--- src/rtl/serial_arith_pkg.sv ---
// Shared encodings for the bit-serial arithmetic blocks.
// Code 2'd3 is unused and every decoder treats it as IDLE.
package serial_arith_pkg;

    typedef logic [1:0] state_t;

    localparam state_t S_IDLE   = 2'd0;
    localparam state_t S_ADD    = 2'd1;
    localparam state_t S_DONE   = 2'd2;
    localparam state_t S_UNUSED = 2'd3;

    localparam int SERIAL_WIDTH_DEFAULT = 8;

endpackage

--- src/rtl/Full_Adder.sv ---
// Single-bit full adder cell: the only arithmetic in the serial adder.
module Full_Adder (
    input  logic a,
    input  logic b,
    input  logic c_in,
    output logic sum,
    output logic c_out
);

    assign sum   = a ^ b ^ c_in;
    assign c_out = (a & b) | (c_in & (a ^ b));

endmodule

--- src/rtl/serial_adder.sv ---
// Bit-serial adder: one Full_Adder plus a carry flop, LSB first, WIDTH+1 cycle latency.
// Result bits shift in at the MSB so the finished sum lands aligned.
module serial_adder
    import serial_arith_pkg::*;
#(
    parameter int WIDTH = SERIAL_WIDTH_DEFAULT
) (
    input  logic             clk,
    input  logic             reset,
    input  logic             start,
    input  logic [WIDTH-1:0] operand_one,
    input  logic [WIDTH-1:0] operand_two,
    input  logic             carry_in,
    output logic             busy,
    output logic             done,
    output logic [WIDTH-1:0] result_sum,
    output logic             result_carry
);

    localparam int                CNT_W    = $clog2(WIDTH);
    localparam logic [CNT_W-1:0]  CNT_LAST = CNT_W'(WIDTH - 1);
    localparam logic [CNT_W-1:0]  CNT_ONE  = CNT_W'(1);

    state_t             state_r;
    state_t             next_state_s;
    logic [WIDTH-1:0]   a_r;
    logic [WIDTH-1:0]   b_r;
    logic [WIDTH-1:0]   sum_r;
    logic               c_r;
    logic               carry_r;
    logic [CNT_W-1:0]   cnt_r;
    logic               busy_r;
    logic               done_r;
    logic               busy_s;
    logic               done_s;
    logic               fa_sum_s;
    logic               fa_carry_s;
    logic               last_bit_s;

    Full_Adder bit_add (
        .a     (a_r[0]),
        .b     (b_r[0]),
        .c_in  (c_r),
        .sum   (fa_sum_s),
        .c_out (fa_carry_s)
    );

    assign last_bit_s = (cnt_r == CNT_LAST);

    // State register.
    always_ff @(posedge clk) begin
        if (reset) begin
            state_r <= S_IDLE;
        end else begin
            state_r <= next_state_s;
        end
    end

    // Next-state logic; start is only looked at in IDLE.
    always_comb begin
        next_state_s = S_IDLE;
        case (state_r)
            S_IDLE: begin
                if (start) begin
                    next_state_s = S_ADD;
                end else begin
                    next_state_s = S_IDLE;
                end
            end
            S_ADD: begin
                if (last_bit_s) begin
                    next_state_s = S_DONE;
                end else begin
                    next_state_s = S_ADD;
                end
            end
            S_DONE: begin
                next_state_s = S_IDLE;
            end
            default: begin
                next_state_s = S_IDLE;
            end
        endcase
    end

    // Output decode from the upcoming state so busy/done come straight off flops.
    always_comb begin
        busy_s = 1'b0;
        done_s = 1'b0;
        case (next_state_s)
            S_ADD: begin
                busy_s = 1'b1;
                done_s = 1'b0;
            end
            S_DONE: begin
                busy_s = 1'b0;
                done_s = 1'b1;
            end
            default: begin
                busy_s = 1'b0;
                done_s = 1'b0;
            end
        endcase
    end

    // Status output registers.
    always_ff @(posedge clk) begin
        if (reset) begin
            busy_r <= 1'b0;
            done_r <= 1'b0;
        end else begin
            busy_r <= busy_s;
            done_r <= done_s;
        end
    end

    // Operand shifters, carry flop, bit counter and result register.
    always_ff @(posedge clk) begin
        if (reset) begin
            a_r     <= {WIDTH{1'b0}};
            b_r     <= {WIDTH{1'b0}};
            sum_r   <= {WIDTH{1'b0}};
            c_r     <= 1'b0;
            carry_r <= 1'b0;
            cnt_r   <= {CNT_W{1'b0}};
        end else begin
            case (state_r)
                S_IDLE: begin
                    if (start) begin
                        a_r   <= operand_one;
                        b_r   <= operand_two;
                        c_r   <= carry_in;
                        cnt_r <= {CNT_W{1'b0}};
                    end
                end
                S_ADD: begin
                    a_r   <= {1'b0, a_r[WIDTH-1:1]};
                    b_r   <= {1'b0, b_r[WIDTH-1:1]};
                    sum_r <= {fa_sum_s, sum_r[WIDTH-1:1]};
                    c_r   <= fa_carry_s;
                    // Counter parks on the last index rather than wrapping.
                    if (last_bit_s) begin
                        carry_r <= fa_carry_s;
                    end else begin
                        cnt_r <= cnt_r + CNT_ONE;
                    end
                end
                default: begin
                    a_r <= a_r;
                end
            endcase
        end
    end

    assign busy         = busy_r;
    assign done         = done_r;
    assign result_sum   = sum_r;
    assign result_carry = carry_r;

endmodule

--- config.mk ---
export PLATFORM = sky130hd
export DESIGN_NAME = serial_adder
export DESIGN_NICKNAME = d
export VERILOG_FILES = /design/src/rtl/serial_arith_pkg.sv /design/src/rtl/Full_Adder.sv /design/src/rtl/serial_adder.sv
export SDC_FILE = /design/constraint.sdc
export NUM_CORES = 1
export LEC_CHECK = 0
export ABC_CLOCK_PERIOD_IN_PS = 1680
export CAP_MARGIN = 25
export CORE_AREA = 2 2 59 61
export CTS_CLUSTER_DIAMETER = 30
export DETAILED_ROUTE_END_ITERATION = 12
export DIE_AREA = 0 0 61 63
export MAX_ROUTING_LAYER = met4
export PLACE_DENSITY = 0.75
export SLEW_MARGIN = 40
export SYNTH_ARGS = -nofsm -noshare
export SYNTH_HDL_FRONTEND = slang
export SYNTH_HIERARCHICAL = 1
export SYNTH_SLANG_ARGS = --single-unit
--- constraint.sdc ---
create_clock -name clk -period 1.68 [get_ports clk]
set_clock_uncertainty 0.05 [all_clocks]
set_input_delay 0.504 -clock clk [delete_from_list [all_inputs] [get_ports clk]]
set_output_delay 0.504 -clock clk [all_outputs]
set_load 0.02 [all_outputs]
=== Word-level counts from Yosys, hierarchy flattened ===
Index checks and enable logic that the tools add are counted.

* Logic and storage cells: 40
* Input port bits: 20
* Register bits after elaboration: 33
* Output and inout bits: 11

* Eq/ne operators: 6
* Bitwise operators: 5
* Muxes and demuxes: 14
* $add $sub $neg: 1
* Reductions and logical operators: 5

{| class="wikitable"
|+ Operators by type and width
! cell !! number
|-
| $pmux 8 s2 || 2
|-
| $mux 8 || 2
|-
| $mux 3 || 2
|-
| $pmux 3 s2 || 1
|-
| $eq 2x1->1 const B || 2
|-
| $mux 1 || 4
|-
| $ne 2x2->1 const B || 2
|-
| $pmux 2 s2 || 1
|-
| $reduce_and 2->1 || 2
|-
| $add 3x1->3 const B || 1
|-
| $eq 3x3->1 const B || 1
|-
| $reduce_and 3->1 || 1
|-
| $and 1x1->1 || 2
|-
| $eq 2x2->1 const B || 1
|-
| $logic_not 2->1 || 1
|-
| $mux 2 || 1
|-
| $pmux 1 s2 || 1
|-
| $reduce_bool 2->1 || 1
|-
| $xor 1x1->1 || 2
|-
| $or 1x1->1 || 1
|}

=== Longest topological paths before layout ===
* Depth in word-level cells: 5
* Depth in mapped cells: 6

=== Cells and area by module ===
Netlist, hierarchy kept.

{| class="wikitable"
|+ Modules (own cells, without submodules)
! module !! cells each !! area each (um2) !! instances !! seq. area each (um2)
|-
| serial_adder || 168 || 1,511.4 || 1 || 660.6
|-
| Full_Adder || 1 || 20.0 || 1 || 0.0
|}

=== Worst setup path after synthesis ===
Ideal clock, no wire load.

* Path type: register to register
* Start point: register cnt_r[0]
* End point: register cnt_r[0]
* Period minus slack after synthesis: 1,344 ps
* Path buffers: 1
* Stages on the path, launching flop included: 7
* Data arrival time: 1,222 ps
* Library setup time: 72 ps
* Slack: 336 ps
* Cell sequence: dfxtp_1 ha_1 ha_1 clkbuf_1 nor4b_1 a31oi_1 a21oi_1

* Longest elaborated chain between the ends: 3
* Elaborated cells between the ends (all ways): 6
* Those cells by class: 1 x add/sub; 2 x eq/ne; 2 x mux; 1 x reduce/logical

{| class="wikitable"
|+ Ends and longest elaborated chain
! element !! RTL line !! source
|-
| from (decl) || serial_adder.sv:31 || <nowiki>logic [CNT_W-1:0] cnt_r;</nowiki>
|-
| from (signal assigned) || serial_adder.sv:125 || <nowiki>cnt_r <= {CNT_W{1'b0}};</nowiki>
|-
| from (signal assigned) || serial_adder.sv:133 || <nowiki>cnt_r <= {CNT_W{1'b0}};</nowiki>
|-
| from (signal assigned) || serial_adder.sv:145 || <nowiki>cnt_r <= cnt_r + CNT_ONE;</nowiki>
|-
| $add 3x1->3 / $eq 3x3->1 (equally long branches) || serial_adder.sv:145, serial_adder.sv:48 ||
|-
| $mux 3 / $ne 2x2->1 (equally long branches) || n/a ||
|-
| $pmux 3 s2 / $reduce_and 3->1 (equally long branches) || n/a ||
|}

Several ways; a longest one is shown, not always the timed one. The select of a mux whose other input is x is not followed.
A chain may end at the register's enable or synchronous reset.

=== Worst setup path after layout ===
* Start point: register sum_r[4] (netlist: result_sum[4])
* End point: output port result_sum[4]

{| class="wikitable"
|+ RTL lines
! element !! RTL line !! source
|-
| from (decl) || serial_adder.sv:28 || <nowiki>logic [WIDTH-1:0] sum_r;</nowiki>
|-
| from (signal assigned) || serial_adder.sv:122 || <nowiki>sum_r <= {WIDTH{1'b0}};</nowiki>
|-
| from (signal assigned) || serial_adder.sv:139 || <nowiki>sum_r <= {fa_sum_s, sum_r[WIDTH-1:1]};</nowiki>
|-
| to (decl) || serial_adder.sv:16 || <nowiki>output logic [WIDTH-1:0] result_sum,</nowiki>
|}

No word-level cell between the ends.

==> impl_metrics.csv <==
group,metric,value,unit
route,drtIter0Drc,51,
floorplan,dieWidth,61,um
clocking,cts_resized,11,
yosys,synth_cell_types,29,
yosys,synth-simple-area-share,20.3,%
placement,place.gp.congestion,0.753,
pwr,power_density,870,mW/mm^2
worst_setup_path,worst-endpoint-arrival,1.05,ns
outcome,outcome,"finished, final reports clean",
yosys,syn_avg_cell_area,9.06,sq um
worst_setup_path,cp-end-kind,"output port",
route,dr_total_vias,1286,
final_layout,diodes,0,
worst_setup_path,crit_family,"flip-flops",
yosys,synth_top_area_cell,"dfxtp_1",
timing,drv_slew,0,
yosys,yosys_warnings,6,
worst_setup_path,regToRegSetupSlack,0.27,ns
pwr,sw_frac_of_total,26.9,%
final_layout,design_area,0.00191,sq mm
grt,overflow,0,
yosys,synthMuxAreaShare,0,%
route,wl_per_cell,13.3,um
pwr,seqPwrFrac,52.0,%
run,maxCapViolations,0,
floorplan,start_util,47.4,%
timing,fin_crit,1.60,ns
yosys,synth_compound_area_share,26.4,%
worst_setup_path,worst-path-buf-inv,1,
pwr,power,1.66,mW
yosys,synth.top_cell.area_share,43.1,%
yosys,synth_nets,192,
yosys,synth-seq-cells,33,
timing,fmax,623,MHz
route,ant_nets,0,
yosys,yosysSeqAreaShare,43.1,%
yosys,synth_fa_ha_area_share,2.94,%
yosys,synth_top_family_by_area,"compound AO/OA/AOI/OAI gates",
worst_setup_path,slowest_delay,0.36,ns
pwr,p_leak,0.734,nW
yosys,syn-cell-area,0.00153,sq mm
timing,slew_headroom,57.4,%
grt,grt_pass1_vias,1268,
worst_setup_path,cp.required,1.13,ns
floorplan,rows,21,
placement,dp_hpwl,2330,um
timing,layout_setup_ws,0.0758,ns
min_path,holdCritPathClass,"flip-flop to flip-flop",
worst_setup_path,timing.rr.start,"cnt_r[0]",
route,drc,0,
clocking,clkTransAtPathRegs,0.10,ns
worst_setup_path,crit_path_cell_trace,"dlygate4sd2_1",
pwr,p_clk_share,30.9,%
yosys,synth.area.top_cells,"dfxtp_1, a211oi_2, o2bb2ai_1, nor2_1, nand2_1",
grt,track_usage,19.3,%
worst_setup_path,critical_path_class,"flip-flop to output port",
final_layout,fillers,297,
pwr,intPower,1.21,mW
floorplan,fp.dieH,63,um
final_layout,fin_nets,220,
clocking,postCtsSetupRepairBufs,0,
route,first_pass_iters,4,
worst_setup_path,worst_path_max_delay_cell,"dfxtp_1",
clocking,cts_buffers,5,
pwr,p_comb_share,17.1,%
final_layout,fin_util,59.0,%
clocking,cts-htree-levels,2,
min_path,worstHoldStart,"result_sum[0]",
placement,numPortBuffers,30,
yosys,synthCells,169,
yosys,synthXorXnorAreaFrac,0,%
final_layout,drive_gt1_share,18.7,%
floorplan,boundaryPins,31,
worst_setup_path,r2r_end,"cnt_r[0]",
final_layout,syn2layout_area_growth,24.5,%
min_path,holdPathEnd,"result_sum[0]",
grt,grt_antenna_before_repair,0,
clocking,cts_tree,"done",
floorplan,core-area,0.00323,sq mm
placement,place_ws,-0.223,ns
clocking,cts_buffer_depth,2,
placement,placed_area,0.00185,sq mm
pwr,p_switching,446,uW
worst_setup_path,critPathLaunchType,"flip-flop",
timing,worst_slew_pin_slew,0.638,ns
floorplan,die_area,0.00384,sq mm
clocking,ctsHoldBuffers,0,
clocking,root_buffer,"clkbuf_4",
grt,grt_pass1_wl,5410,um
timing,holdWs,0.414,ns
worst_setup_path,worstPathMaxFanout,3,
clocking,clock-sinks,33,
timing,hold_viol,0,
pwr,ir_drop,481,uV
timing,grt_setup_unrepaired,"no",
route,finalWirelength,3250,um
min_path,hold_depth,2,
timing,final-setup-viol-count,0,
worst_setup_path,reg2reg_depth,5,
timing,min_period_over_period,95.5,%
grt,grt_max_degree,34,
route,via_per_inst,5.27,
clocking,insertion_delay,0.34,ns
routing by layer:
layer  global-route usage, %  routed length [um]  vias to the layer above
li1                        -                   -                      642
met1                    19.6                1400                      608
met2                    34.1                1690                       30
met3                    5.59                 114                        6
met4                    6.52                  42                        0
met5                       -                   0                        -
worst min-delay path: stages, from the launching register on:
cell and delay (ns):
dfxtp_1 0.32, nand2_1 0.05, a21oi_1 0.05
worst max path at each step:
stage / from / endpoint / cells past startpoint
finish: result_sum[4] / result_sum[4] / 1
global route: result_sum[4] / result_sum[4] / 1
CTS: result_sum[4] / result_sum[4] / 1
detailed placement: start / a_r[5] / 4
global placement: start / a_r[5] / 4
floorplan: cnt_r[0] / cnt_r[0] / 6
stage by stage:
step / setup TNS, ns / cells
3_5_place_dp: -2.29 / 236
2_1_floorplan: 0 / 169
3_3_place_gp: -1.22 / 236
5_1_grt: 0 / 244
6_report: 0 / 244
4_1_cts: 0 / 244
registers in the layout (all words and copies together) (netlist names):
signal,count
a_r,8
b_r,8
busy,1
c_r,1
cnt_r,3
done,1
result_carry,1
result_sum,8
state_r,2
cells by family (layout without fill, tap and decap cells):
group	Yosys count	count (layout)
AOI/OAI and AO/OA	48	48
DFF	33	33
and+or+nand+nor	67	67
buffers and inverters	18	47
adders and majority gates	3	3
cells in the final DEF (no fill, tap or decap), drive strengths merged:
cell type / netlist / final
buf: 10 / 7
o22ai: 1 / 1
inv: 2 / 2
nor2b: 1 / 1
nor4b: 1 / 1
clkbuf: 6 / 7
nand2: 20 / 20
o21ai: 1 / 1
a21oi: 10 / 10
a31oi: 3 / 3
nor3b: 3 / 3
nand2b: 2 / 2
o2bb2ai: 14 / 14
o21ba: 1 / 1
nor2: 34 / 34
o21bai: 1 / 1
fa: 1 / 1
clkinv: 0 / 1
a22oi: 2 / 2
ha: 2 / 2
dlygate4sd2: 0 / 11
dfxtp: 33 / 33
a211oi: 15 / 15
nand3b: 1 / 1
clkdlybuf4s50: 0 / 19
nand3: 5 / 5
cell usage after synthesis:
| cell type | count |
|---|---|
| a211oi_1 | 5 |
| a211oi_2 | 10 |
| a21oi_1 | 10 |
| a22oi_1 | 2 |
| a31oi_1 | 3 |
| buf_12 | 1 |
| buf_2 | 4 |
| buf_4 | 4 |
| buf_6 | 1 |
| clkbuf_1 | 6 |
| dfxtp_1 | 33 |
| fa_1 | 1 |
| ha_1 | 2 |
| inv_1 | 1 |
| inv_2 | 1 |
| nand2_1 | 20 |
| nand2b_1 | 2 |
| nand3_1 | 5 |
| nand3b_1 | 1 |
| nor2_1 | 24 |
| nor2_2 | 10 |
| nor2b_1 | 1 |
| nor3b_1 | 3 |
| nor4b_1 | 1 |
| o21ai_0 | 1 |
| o21ba_4 | 1 |
| o21bai_1 | 1 |
| o22ai_1 | 1 |
| o2bb2ai_1 | 14 |
power by group through the flow:
stage / clock [mW] / combinational [mW] / sequential, mW
3_5_place_dp: 0 / 0.290 / 0.882
4_1_cts: 0.521 / 0.287 / 0.864
2_1_floorplan: 0 / 0.197 / 0.880
5_1_grt: 0.551 / 0.316 / 0.868
6_report: 0.513 / 0.284 / 0.863
3_3_place_gp: 0 / 0.277 / 0.879
layout make-up:
cell class              count  area, sq um  area share, %
inverters                   2         7.51          0.394
clock buffers               7         65.1           3.41
well taps                  46         57.6           3.02
clock inverters             1         5.00          0.262
flip-flops and latches     33          661           34.6
multi-input cells         118          759           39.8
repair buffers             37          352           18.4
Power figures use the tool's default switching activity.
